$ cat config.mk
export PLATFORM = sky130hd
export DESIGN_NAME = actuator_driver
export DESIGN_NICKNAME = d
export VERILOG_FILES = /design/src/rtl/actuator_driver_pkg.sv /design/src/rtl/actuator_driver_agitation_sequencer.sv /design/src/rtl/actuator_driver.sv
export SDC_FILE = /design/constraint.sdc
export NUM_CORES = 1
export LEC_CHECK = 0
export BUFFER_PORTS_ARGS = -buffer_cell sky130_fd_sc_hd__buf_2
export CAP_MARGIN = 10
export CORE_ASPECT_RATIO = 1.75
export CORE_MARGIN = 5
export CORE_UTILIZATION = 25
export DETAILED_ROUTE_END_ITERATION = 6
export GPL_ROUTABILITY_DRIVEN = 0
export GPL_TIMING_DRIVEN = 0
export HOLD_SLACK_MARGIN = 0.12
export REMOVE_ABC_BUFFERS = 1
export SLEW_MARGIN = 20
export SYNTH_ARGS = -nofsm -noshare
export SYNTH_HDL_FRONTEND = slang
export SYNTH_SLANG_ARGS = --single-unit
$ cat constraint.sdc
create_clock -name clk_top -period 8.72 [get_ports clk_top]
set_input_delay 0 -clock clk_top [delete_from_list [all_inputs] [get_ports clk_top]]
set_output_delay 0 -clock clk_top [all_outputs]
set_load 0.005 [all_outputs]
$ cat src/rtl/actuator_driver_pkg.sv
// Shared washer constants: controller state codes, motor speed codes and the
// agitation sequencer state encoding. Imported by the actuator driver and by
// the washer controller so both sides agree on every encoding.
package actuator_driver_pkg;

  localparam int CNT_W = 32;

  // Controller state codes; 101..111 are invalid and flag a fault.
  typedef enum logic [2:0] {
    ST_IDLE     = 3'b000,
    ST_FILLING  = 3'b001,
    ST_WASHING  = 3'b010,
    ST_RINSING  = 3'b011,
    ST_SPINNING = 3'b100
  } washer_state_e;

  typedef enum logic [1:0] {
    SPD_OFF  = 2'b00,
    SPD_AGIT = 2'b01,
    SPD_LOW  = 2'b10,
    SPD_HIGH = 2'b11
  } motor_speed_e;

  typedef enum logic [1:0] {
    AG_FWD  = 2'b00,
    AG_GAP1 = 2'b01,
    AG_REV  = 2'b10,
    AG_GAP2 = 2'b11
  } agit_state_e;

endpackage

$ cat src/rtl/actuator_driver_agitation_sequencer.sv
// Agitation sequencer: forward / gap / reverse / gap drum pattern.
// Ports:
//   clk_top, reset  - clock, synchronous active-low reset
//   restart         - drum-phase entry this cycle; sequence starts over at AG_FWD
//   run             - washing or rinsing is sampled this cycle
//   motor_en/dir    - drive for the cycle being entered (parent registers them)
// Outputs are Mealy on restart so the first cycle after entry is already
// forward without an extra cycle of latency in the parent.
module agitation_sequencer
  import actuator_driver_pkg::*;
#(
  parameter logic [CNT_W-1:0] AGIT_ON  = 32'd50000000,
  parameter logic [CNT_W-1:0] AGIT_GAP = 32'd10000000
) (
  input  logic clk_top,
  input  logic reset,
  input  logic restart,
  input  logic run,
  output logic motor_en,
  output logic motor_dir
);

  agit_state_e ag_q, ag_d, ag_eff;
  logic [CNT_W-1:0] cnt_q, cnt_d, cnt_eff, len;

  always_ff @(posedge clk_top) begin
    if (!reset) begin
      ag_q  <= AG_FWD;
      cnt_q <= '0;
    end else begin
      ag_q  <= ag_d;
      cnt_q <= cnt_d;
    end
  end

  always_comb begin
    ag_eff    = restart ? AG_FWD : ag_q;
    cnt_eff   = restart ? '0 : cnt_q;
    motor_en  = run && (ag_eff == AG_FWD || ag_eff == AG_REV);
    motor_dir = run && (ag_eff == AG_REV);
    len       = (ag_eff == AG_FWD || ag_eff == AG_REV) ? AGIT_ON : AGIT_GAP;
    ag_d      = ag_eff;
    cnt_d     = cnt_eff + 32'd1;
    if (!run) begin
      ag_d  = AG_FWD;
      cnt_d = '0;
    end else if (cnt_eff + 32'd1 >= len) begin
      // Terminal count: counter resets, phase advances (gaps skipped when zero).
      cnt_d = '0;
      unique case (ag_eff)
        AG_FWD:  ag_d = (AGIT_GAP == '0) ? AG_REV : AG_GAP1;
        AG_GAP1: ag_d = AG_REV;
        AG_REV:  ag_d = (AGIT_GAP == '0) ? AG_FWD : AG_GAP2;
        default: ag_d = AG_FWD;
      endcase
    end
  end

endmodule

$ cat src/rtl/actuator_driver.sv
// Washer actuator driver: maps the controller state onto valve, pump, drum
// motor, door latch and buzzer. Every output is a flop reflecting the inputs
// sampled on the previous clk_top edge.
// Ports:
//   clk_top, reset        - clock, synchronous active-low reset
//   current_state[2:0]    - controller state code
//   wash_done, pause      - completion flag, spin hold request
//   water_valve, drain_pump, motor_en, motor_dir, motor_speed[1:0],
//   door_lock, buzzer, fault - actuator drives and invalid-state flag
module actuator_driver
  import actuator_driver_pkg::*;
#(
  parameter logic [CNT_W-1:0] AGIT_ON       = 32'd50000000,
  parameter logic [CNT_W-1:0] AGIT_GAP      = 32'd10000000,
  parameter logic [CNT_W-1:0] RAMP_STEP     = 32'd20000000,
  parameter logic [CNT_W-1:0] UNLOCK_DELAY  = 32'd30000000,
  parameter logic [CNT_W-1:0] BUZZER_CYCLES = 32'd5000000
) (
  input  logic       clk_top,
  input  logic       reset,
  input  logic [2:0] current_state,
  input  logic       wash_done,
  input  logic       pause,
  output logic       water_valve,
  output logic       drain_pump,
  output logic       motor_en,
  output logic       motor_dir,
  output logic [1:0] motor_speed,
  output logic       door_lock,
  output logic       buzzer,
  output logic       fault
);

  logic [2:0]       prev_state;
  logic             wd_q;
  logic [CNT_W-1:0] ramp_cnt, unlock_cnt, buzz_cnt;
  logic             restart, agit_run, agit_en, agit_dir, spin_hi, wd_rise;

  assign restart  = (current_state != prev_state);
  assign agit_run = (current_state == ST_WASHING) || (current_state == ST_RINSING);
  // ramp_cnt is held at 0 outside SPINNING, so no entry detect is needed here.
  assign spin_hi  = (ramp_cnt >= RAMP_STEP);
  assign wd_rise  = wash_done && !wd_q;

  agitation_sequencer #(
    .AGIT_ON  (AGIT_ON),
    .AGIT_GAP (AGIT_GAP)
  ) u_agit (
    .clk_top   (clk_top),
    .reset     (reset),
    .restart   (restart),
    .run       (agit_run),
    .motor_en  (agit_en),
    .motor_dir (agit_dir)
  );

  always_ff @(posedge clk_top) begin
    if (!reset) begin
      prev_state  <= ST_IDLE;
      wd_q        <= 1'b0;
      ramp_cnt    <= '0;
      unlock_cnt  <= '0;
      buzz_cnt    <= '0;
      water_valve <= 1'b0;
      drain_pump  <= 1'b0;
      motor_en    <= 1'b0;
      motor_dir   <= 1'b0;
      motor_speed <= SPD_OFF;
      door_lock   <= 1'b0;
      buzzer      <= 1'b0;
      fault       <= 1'b0;
    end else begin
      prev_state  <= current_state;
      wd_q        <= wash_done;

      water_valve <= 1'b0;
      drain_pump  <= 1'b0;
      motor_en    <= 1'b0;
      motor_dir   <= 1'b0;
      motor_speed <= SPD_OFF;
      fault       <= 1'b0;
      ramp_cnt    <= '0;

      case (current_state)
        ST_IDLE: ;
        ST_FILLING: water_valve <= 1'b1;
        ST_WASHING, ST_RINSING: begin
          drain_pump  <= (current_state == ST_RINSING);
          motor_en    <= agit_en;
          motor_dir   <= agit_dir;
          motor_speed <= agit_en ? SPD_AGIT : SPD_OFF;
        end
        ST_SPINNING: begin
          drain_pump <= 1'b1;
          if (!pause) begin
            motor_en    <= 1'b1;
            motor_speed <= spin_hi ? SPD_HIGH : SPD_LOW;
            ramp_cnt    <= spin_hi ? ramp_cnt : ramp_cnt + 32'd1;
          end
        end
        default: fault <= 1'b1;
      endcase

      // Lock holds through any non-idle code; in IDLE it counts down only if it
      // was engaged, so coming out of reset the door stays free.
      if (current_state != ST_IDLE) begin
        door_lock  <= 1'b1;
        unlock_cnt <= '0;
      end else if (door_lock && unlock_cnt < UNLOCK_DELAY) begin
        unlock_cnt <= unlock_cnt + 32'd1;
      end else begin
        door_lock  <= 1'b0;
        unlock_cnt <= '0;
      end

      // Rising edge (re)starts the pulse; buzz_cnt counts cycles already high.
      if (wd_rise) begin
        buzzer   <= 1'b1;
        buzz_cnt <= 32'd1;
      end else if (buzzer && buzz_cnt < BUZZER_CYCLES) begin
        buzz_cnt <= buzz_cnt + 32'd1;
      end else begin
        buzzer   <= 1'b0;
        buzz_cnt <= '0;
      end
    end
  end

endmodule

# --- Word-level counts from Yosys, hierarchy flattened ---
# Index checks and enable logic that the tools add are counted.
word_totals:
  ff_bits: 143
  latchBits: 0
  ram_bits: 0
  rom_bits: 0
  inputBits: 7
  wordCells: 77
  mem_count: 0
classes:
  n_addsub: 4
  mul: 0
  div: 0
  order_cmp: 4
  eq_ne: 9
  shifts: 0
  n_mux: 20
  bitwise: 5
  n_reduce_logical: 19
op_table:
  columns: ["operator", "n"]
  rows:
  - ["adder 32 x 1 -> 32 bit (second input constant)", 4]
  - ["greater-or-equal comparator 32 x 25 -> 1 bit (second input constant)", 1]
  - ["greater-or-equal comparator 32 bit", 1]
  - ["less-than comparator 32 x 23 -> 1 bit (second input constant)", 1]
  - ["less-than comparator 32 x 25 -> 1 bit (second input constant)", 1]
  - ["2-to-1 mux 32 bit", 1]
  - ["2-to-1 mux 26 bit", 1]
  - ["OR reduction 3 bit", 4]
  - ["2-to-1 mux 1 bit", 11]
  - ["equality test 3 x 2 -> 1 bit (second input constant)", 2]
  - ["2-to-1 mux 2 bit", 3]
  - ["one-hot mux 2 bit (3 select lines)", 1]
  - ["logical AND 1 bit", 5]
  - ["NOT 1 bit", 5]
  - ["OR reduction 5 bit", 1]
  - ["!= test 2 bit (second input constant)", 2]
  - ["one-hot mux 1 bit (2 select lines)", 2]
  - ["one-hot mux 2 bit (2 select lines)", 1]
  - ["AND reduction 2 bit", 2]
  - ["equality test 3 x 1 -> 1 bit (second input constant)", 1]
  - ["equality test 3 bit (second input constant)", 1]
  - ["logical NOT 3 bit", 1]
  - ["!= test 3 bit", 1]
  - ["nonzero test 3 bit", 1]
  - ["6 further kinds", 7]

# --- Logic depth before layout (Yosys ltp) ---
depth:
  ltp_word: 7
  ltp_mapped: 21

# --- Modules after synthesis ---
# Synthesis repeated with hierarchy kept, for this count alone.
unflattened:
  cells_unflattened: 741
  hier_area_um2: 6680.2
modules_own_cells:
  columns: ["mod", "instances", "cells_per_inst", "area_each_um2"]
  rows:
  - ["actuator_driver", 1, 490, 4559.4]
  - ["agitation_sequencer", 1, 251, 2120.8]

# --- Least setup slack after synthesis ---
# OpenSTA, ideal clock, no wires.
synth_path:
  kind: "flip-flop to flip-flop"
  from: "register prev_state[1]"
  to: "register u_agit.cnt_q[6]"
  setup_time_ns: 0.074
  arrival_ns: 3.718
  t_required_ns: 8.646
  path_slack_ns: 4.928
  path_stages_with_launch: 20
  n_path_buf: 3
  period_less_slack_ns: 3.792
  cell_sequence: "dfxtp_1 -> xnor2_1 -> and3_1 -> buf_6 -> clkbuf_8 -> and2_1 -> ha_1 -> nand3_1 -> nor4_4 -> nand2_1 -> xor2_1 -> nor2_1 -> ha_1 -> a21oi_1 -> o22a_2 -> o211ai_1 -> a311oi_4 -> nand4_4 -> buf_6 -> nor3_4"
synth_via:
  elab_chain_len: 7
synth_rtl:
  columns: ["item", "line_no", "source"]
  rows:
  - ["from (decl)", "actuator_driver.sv:34", "logic [2:0] prev_state;"]
  - ["from (signal assigned)", "actuator_driver.sv:73", "prev_state <= current_state;"]
  - ["!= test 3 bit *", "actuator_driver.sv:39", "assign restart = (current_state != prev_state);"]
  - ["branches (longest 6 deep; another with adder 32 x 1 -> 32 bit)", null, null]
  - ["to (signal assigned)", "actuator_driver_agitation_sequencer.sv:32", "cnt_q <= cnt_d;"]
  - ["to (decl)", "actuator_driver_agitation_sequencer.sv:24", "logic [CNT_W-1:0] cnt_q, cnt_d, cnt_eff, len;"]
# Every way passes the cells marked *.
# A chain may end at the register's enable or synchronous reset.

# --- Worst setup path after layout ---
layout_path:
  from: "input current_state[1]"
  to: "register u_agit.cnt_q[12]"
layout_via:
  elab_chain_len: 7
layout_rtl:
  columns: ["item", "line_no", "source"]
  rows:
  - ["from (decl)", "actuator_driver.sv:21", "input logic [2:0] current_state,"]
  - ["branches (longest 7 deep; another with adder 32 x 1 -> 32 bit)", null, null]
# Parallel ways; which one is timed is not known.

==> summary.md <==
| Metric | Value |
|---|---|
| Worst EP required | between 9 and 10 ns |
| Setup crit end kind | flop |
| Ranking of synthesized cells by area | dfxtp_1, nor2_1, xnor2_1 |
| Post-DP HPWL | just under 9000 um |
| Clk_lat worst skew | 0.43 ns |
| # IOs | 16 |
| Synth cell types | slightly above 60 |
| Post-CTS sizing | 0 |
| Kind of critical path | primary input to flop |
| Final instance area | 7540 sq um |
| Post-synth top area cell | dfxtp_1 |
| EDFF count, synth | 0 |
| Num Clock Sinks | approximately 140 |
| I/O Buffers | 15 |
| Worst VDD drop | 0.000142 V |
| GRT Util Overall | 9.06% |
| Total negative slack | 0 ns |
| Startpoint types | primary input |
| Routed vias/inst | ~4.6 |
| Core area | roughly 25000 sq um |
| Placed cell area | between 6000 and 7000 sq um |
| Final slew viol count | 0 |
| Critical path peak fanout | 26 |
| Cell Area, Synth | around 6400 sq um |
| Pwr Density | 187 nW/um^2 |
| Clock tree buffer depth | 2 |
| Synth cell count leaders | dfxtp_1, nor2_1, nand2_1 |
| Largest net degree at the start of global routing | 29 |
| Clk pin slew, worst setup/hold paths | around 0.060 ns |
| Worst r2r src | prev_state[0]$_SDFF_PN0_ |
| Tightest Pin Transition | between 1 and 1.5 ns |
| Critical Path Source | current_state[1] |
| Worst flop-to-flop path endpoint | u_agit.cnt_q[12]$_SDFF_PP0_ |
| Fin Clk Skew | 0.00739 ns |
| Fin crit period | roughly 5 ns |
| Share of cells above drive strength 1 | a little over a tenth |
| CP endpoint | u_agit.cnt_q[12]$_SDFF_PP0_ |
| Cells after synthesis | between 700 and 800 |
| Arrival @ worst endpoint | between 5 and 6 ns |
| LEAKAGE | about 0.0027 uW |
| Status | complete, no violations |
| R2R depth | 16 |
| Worst min path class | primary input to flop |
| M2 GR Usage | 16.4% |
| Maxcap violations | 0 |
| Prevailing post-synth register cell | dfxtp_1 |
| Total CTS buffers | 17 |
| N_diodes | 0 |
| Routed length per placed instance | 11.8 um |
| Grt met3 use | between 2 and 3% |
| Die Y | roughly 220 um |
| Most common cell in the synthesized netlist | dfxtp_1 |
| FP Rows | between 70 and 80 |
| Area delta synth->final | 17.1% |
| YS warnings | 0 |
| Setup violations, final | 0 |
| CTS tree | done |
| Max transition margin | about a third |
| Asr flop ratio synth | 0% |
| Final Routed Wirelength | between 10000 and 15000 um |
| DRC viols | 0 |
| Detailed-route via count | between 4000 and 5000 |
| Final Hold Fails | 0 |
| Root Buffer | clkbuf_16 |
| Final Cycle Share | 58.0% |
| H-tree depth | 4 |
| Number of global-route vias before repair | ~4900 |
| Initial DRC Count | about 160 |
| Met1 GRT Util | a little under a tenth |
| Net total in the final layout | 774 |
| Gr busiest metal | met2 |
| Unrepaired setup endpoints after global routing | no |
| Sequential fraction of the synthesis area | 44.5% |
| DRT antenna net count | 0 |
| GRT Residual Overflow | 0 |
| Fmax achieved | slightly below 0.2 GHz |
| First-pass GRT wire length | 22000 um |
| Mean Syn Cell Area | ~9.1 sq um |
| DR pass1 iterations | 6 |
| #FFs+latches synth | between 100 and 150 |
| Initial antenna violation count | 2 |
| Synth top area share | between 40% and 50% |
| Initial Utilization | roughly a quarter |
| Die W | approximately 130 um |
| Worst R2R Setup Slack | about 3.7 ns |
| Die Area | around 30000 sq um |
==> layout by cell type, fill, tap and decap left out, types with 3 or more instances in the layout <==
master / Yosys / layout
clkinv_4: 0 / 4
o31ai_1: 5 / 5
or3_1: 4 / 4
a31o_2: 3 / 3
and2_1: 14 / 14
inv_1: 20 / 20
mux2i_1: 3 / 3
nor2b_1: 3 / 3
and3_1: 16 / 16
a31oi_1: 6 / 6
xor2_1: 41 / 41
nand4_1: 24 / 24
clkbuf_16: 0 / 17
o21ai_0: 10 / 10
dlygate4sd3_1: 1 / 12
xnor2_1: 45 / 45
inv_6: 0 / 5
or4_1: 4 / 4
nor4b_1: 3 / 3
and4_1: 6 / 6
nand3_1: 44 / 43
dfxtp_1: 143 / 143
conb_1: 1 / 22
nand2_1: 49 / 49
nor4_1: 12 / 12
nor2_1: 109 / 109
buf_2: 0 / 15
nor3b_1: 8 / 8
nor3_1: 28 / 28
nor3_2: 16 / 16
a21oi_1: 18 / 18
ha_1: 14 / 14
==> cells by family (layout without fill, tap and decap cells) <==
logic type	count (synthesis)	in the layout	share of synthesized area [%]
buffers and inverters	44	80	3.79
multiplexers	3	3	0.467
adder cells (fa/ha/maj)	14	14	2.72
XOR/XNOR	86	86	11.7
other	1	22	0.0583
AND/OR/NAND/NOR	353	353	29.5
flip-flops	143	143	44.5
AO/OA/AOI/OAI	65	65	7.23
==> sequential cells by signal, summed over array words and instances, names as in the netlist, 2 cells and up <==
name          cells
prev_state        3
unlock_cnt       32
ramp_cnt         32
u_agit.cnt_q     32
motor_speed       2
u_agit.ag_q       2
buzz_cnt         32
==> stage by stage <==
stage / worst slack [ns] / hold slack [ns] / utilization [%] / total power [uW] / instances
2_1_floorplan: 4.62 / 0.0751 / - / 702 / 706
3_3_place_gp: 3.60 / 0.224 / 26.9 / 714 / 1037
3_5_place_dp: 3.61 / 0.224 / 27.0 / 716 / 1038
4_1_cts: 3.57 / 0.433 / 29.7 / 1430 / 1082
5_1_grt: 3.16 / 0.480 / 29.7 / 1470 / 1082
6_report: 3.66 / 0.459 / 29.7 / 1410 / 1082
==> cell type report <==
| type | count | area (sq um) |
|---|---|---|
| Clock inverter | 15 | 151 |
| Fill cell | 2663 | 17800 |
| Sequential cell | 143 | 2860 |
| Multi-Input combinational cell | 543 | 3410 |
| Clock buffer | 17 | 425 |
| Inverter | 20 | 75.1 |
| Tap cell | 316 | 395 |
| Timing Repair Buffer | 28 | 215 |
==> layer usage <==
layer,part of all wire (%),up-vias,wire length [um]
li1,-,2538,-
met1,40,2350,5150
met2,53,66,6790
met3,3.3,30,424
met4,2.9,4,371
met5,0.20,-,25
==> report_power, final <==
part,total (uW),internal [uW],switching (uW)
combinational,39.4,14.9,24.5
sequential,666,662,3.92
clock,707,401,306
total,1410,1080,334
==> worst max-delay path, stage by stage <==
cell           delay, ns
dlygate4sd3_1       0.56
buf_2               0.18
xnor2_1             0.22
and3_1              0.68
and2_1              0.27
ha_1                0.28
nand3_1             0.21
nor4_4              0.48
nand2_1             0.18
xor2_1              0.24
nor2_1              0.07
ha_1                0.22
a21oi_1             0.16
o22a_2              0.15
o211ai_1            0.12
a311oi_4            0.48
nand4_4             0.52
nor3b_1             0.34
==> timing repair <==
item	CTS	global route
setup buffers	0	0
endpoints found under the hold margin	16	0
hold buffers	12	0
endpoints found under the setup margin	0	0
==> worst min-delay path by stage <==
stage                                   start  cells after the start                         to  slack, ns
CTS                          current_state[2]                      4   prev_state[2]$_SDFF_PN0_       0.43
global placement                    wash_done                      2            wd_q$_SDFF_PN0_       0.22
detailed placement                  wash_done                      2            wd_q$_SDFF_PN0_       0.22
global route        ramp_cnt[29]$_SDFFE_PP0P_                      1  ramp_cnt[29]$_SDFFE_PP0P_       0.48
floorplan                    current_state[1]                      1     water_valve$_SDFF_PN0_       0.08
finish                       current_state[2]                      4   prev_state[2]$_SDFF_PN0_       0.46
(Power assumes the default switching activity.)
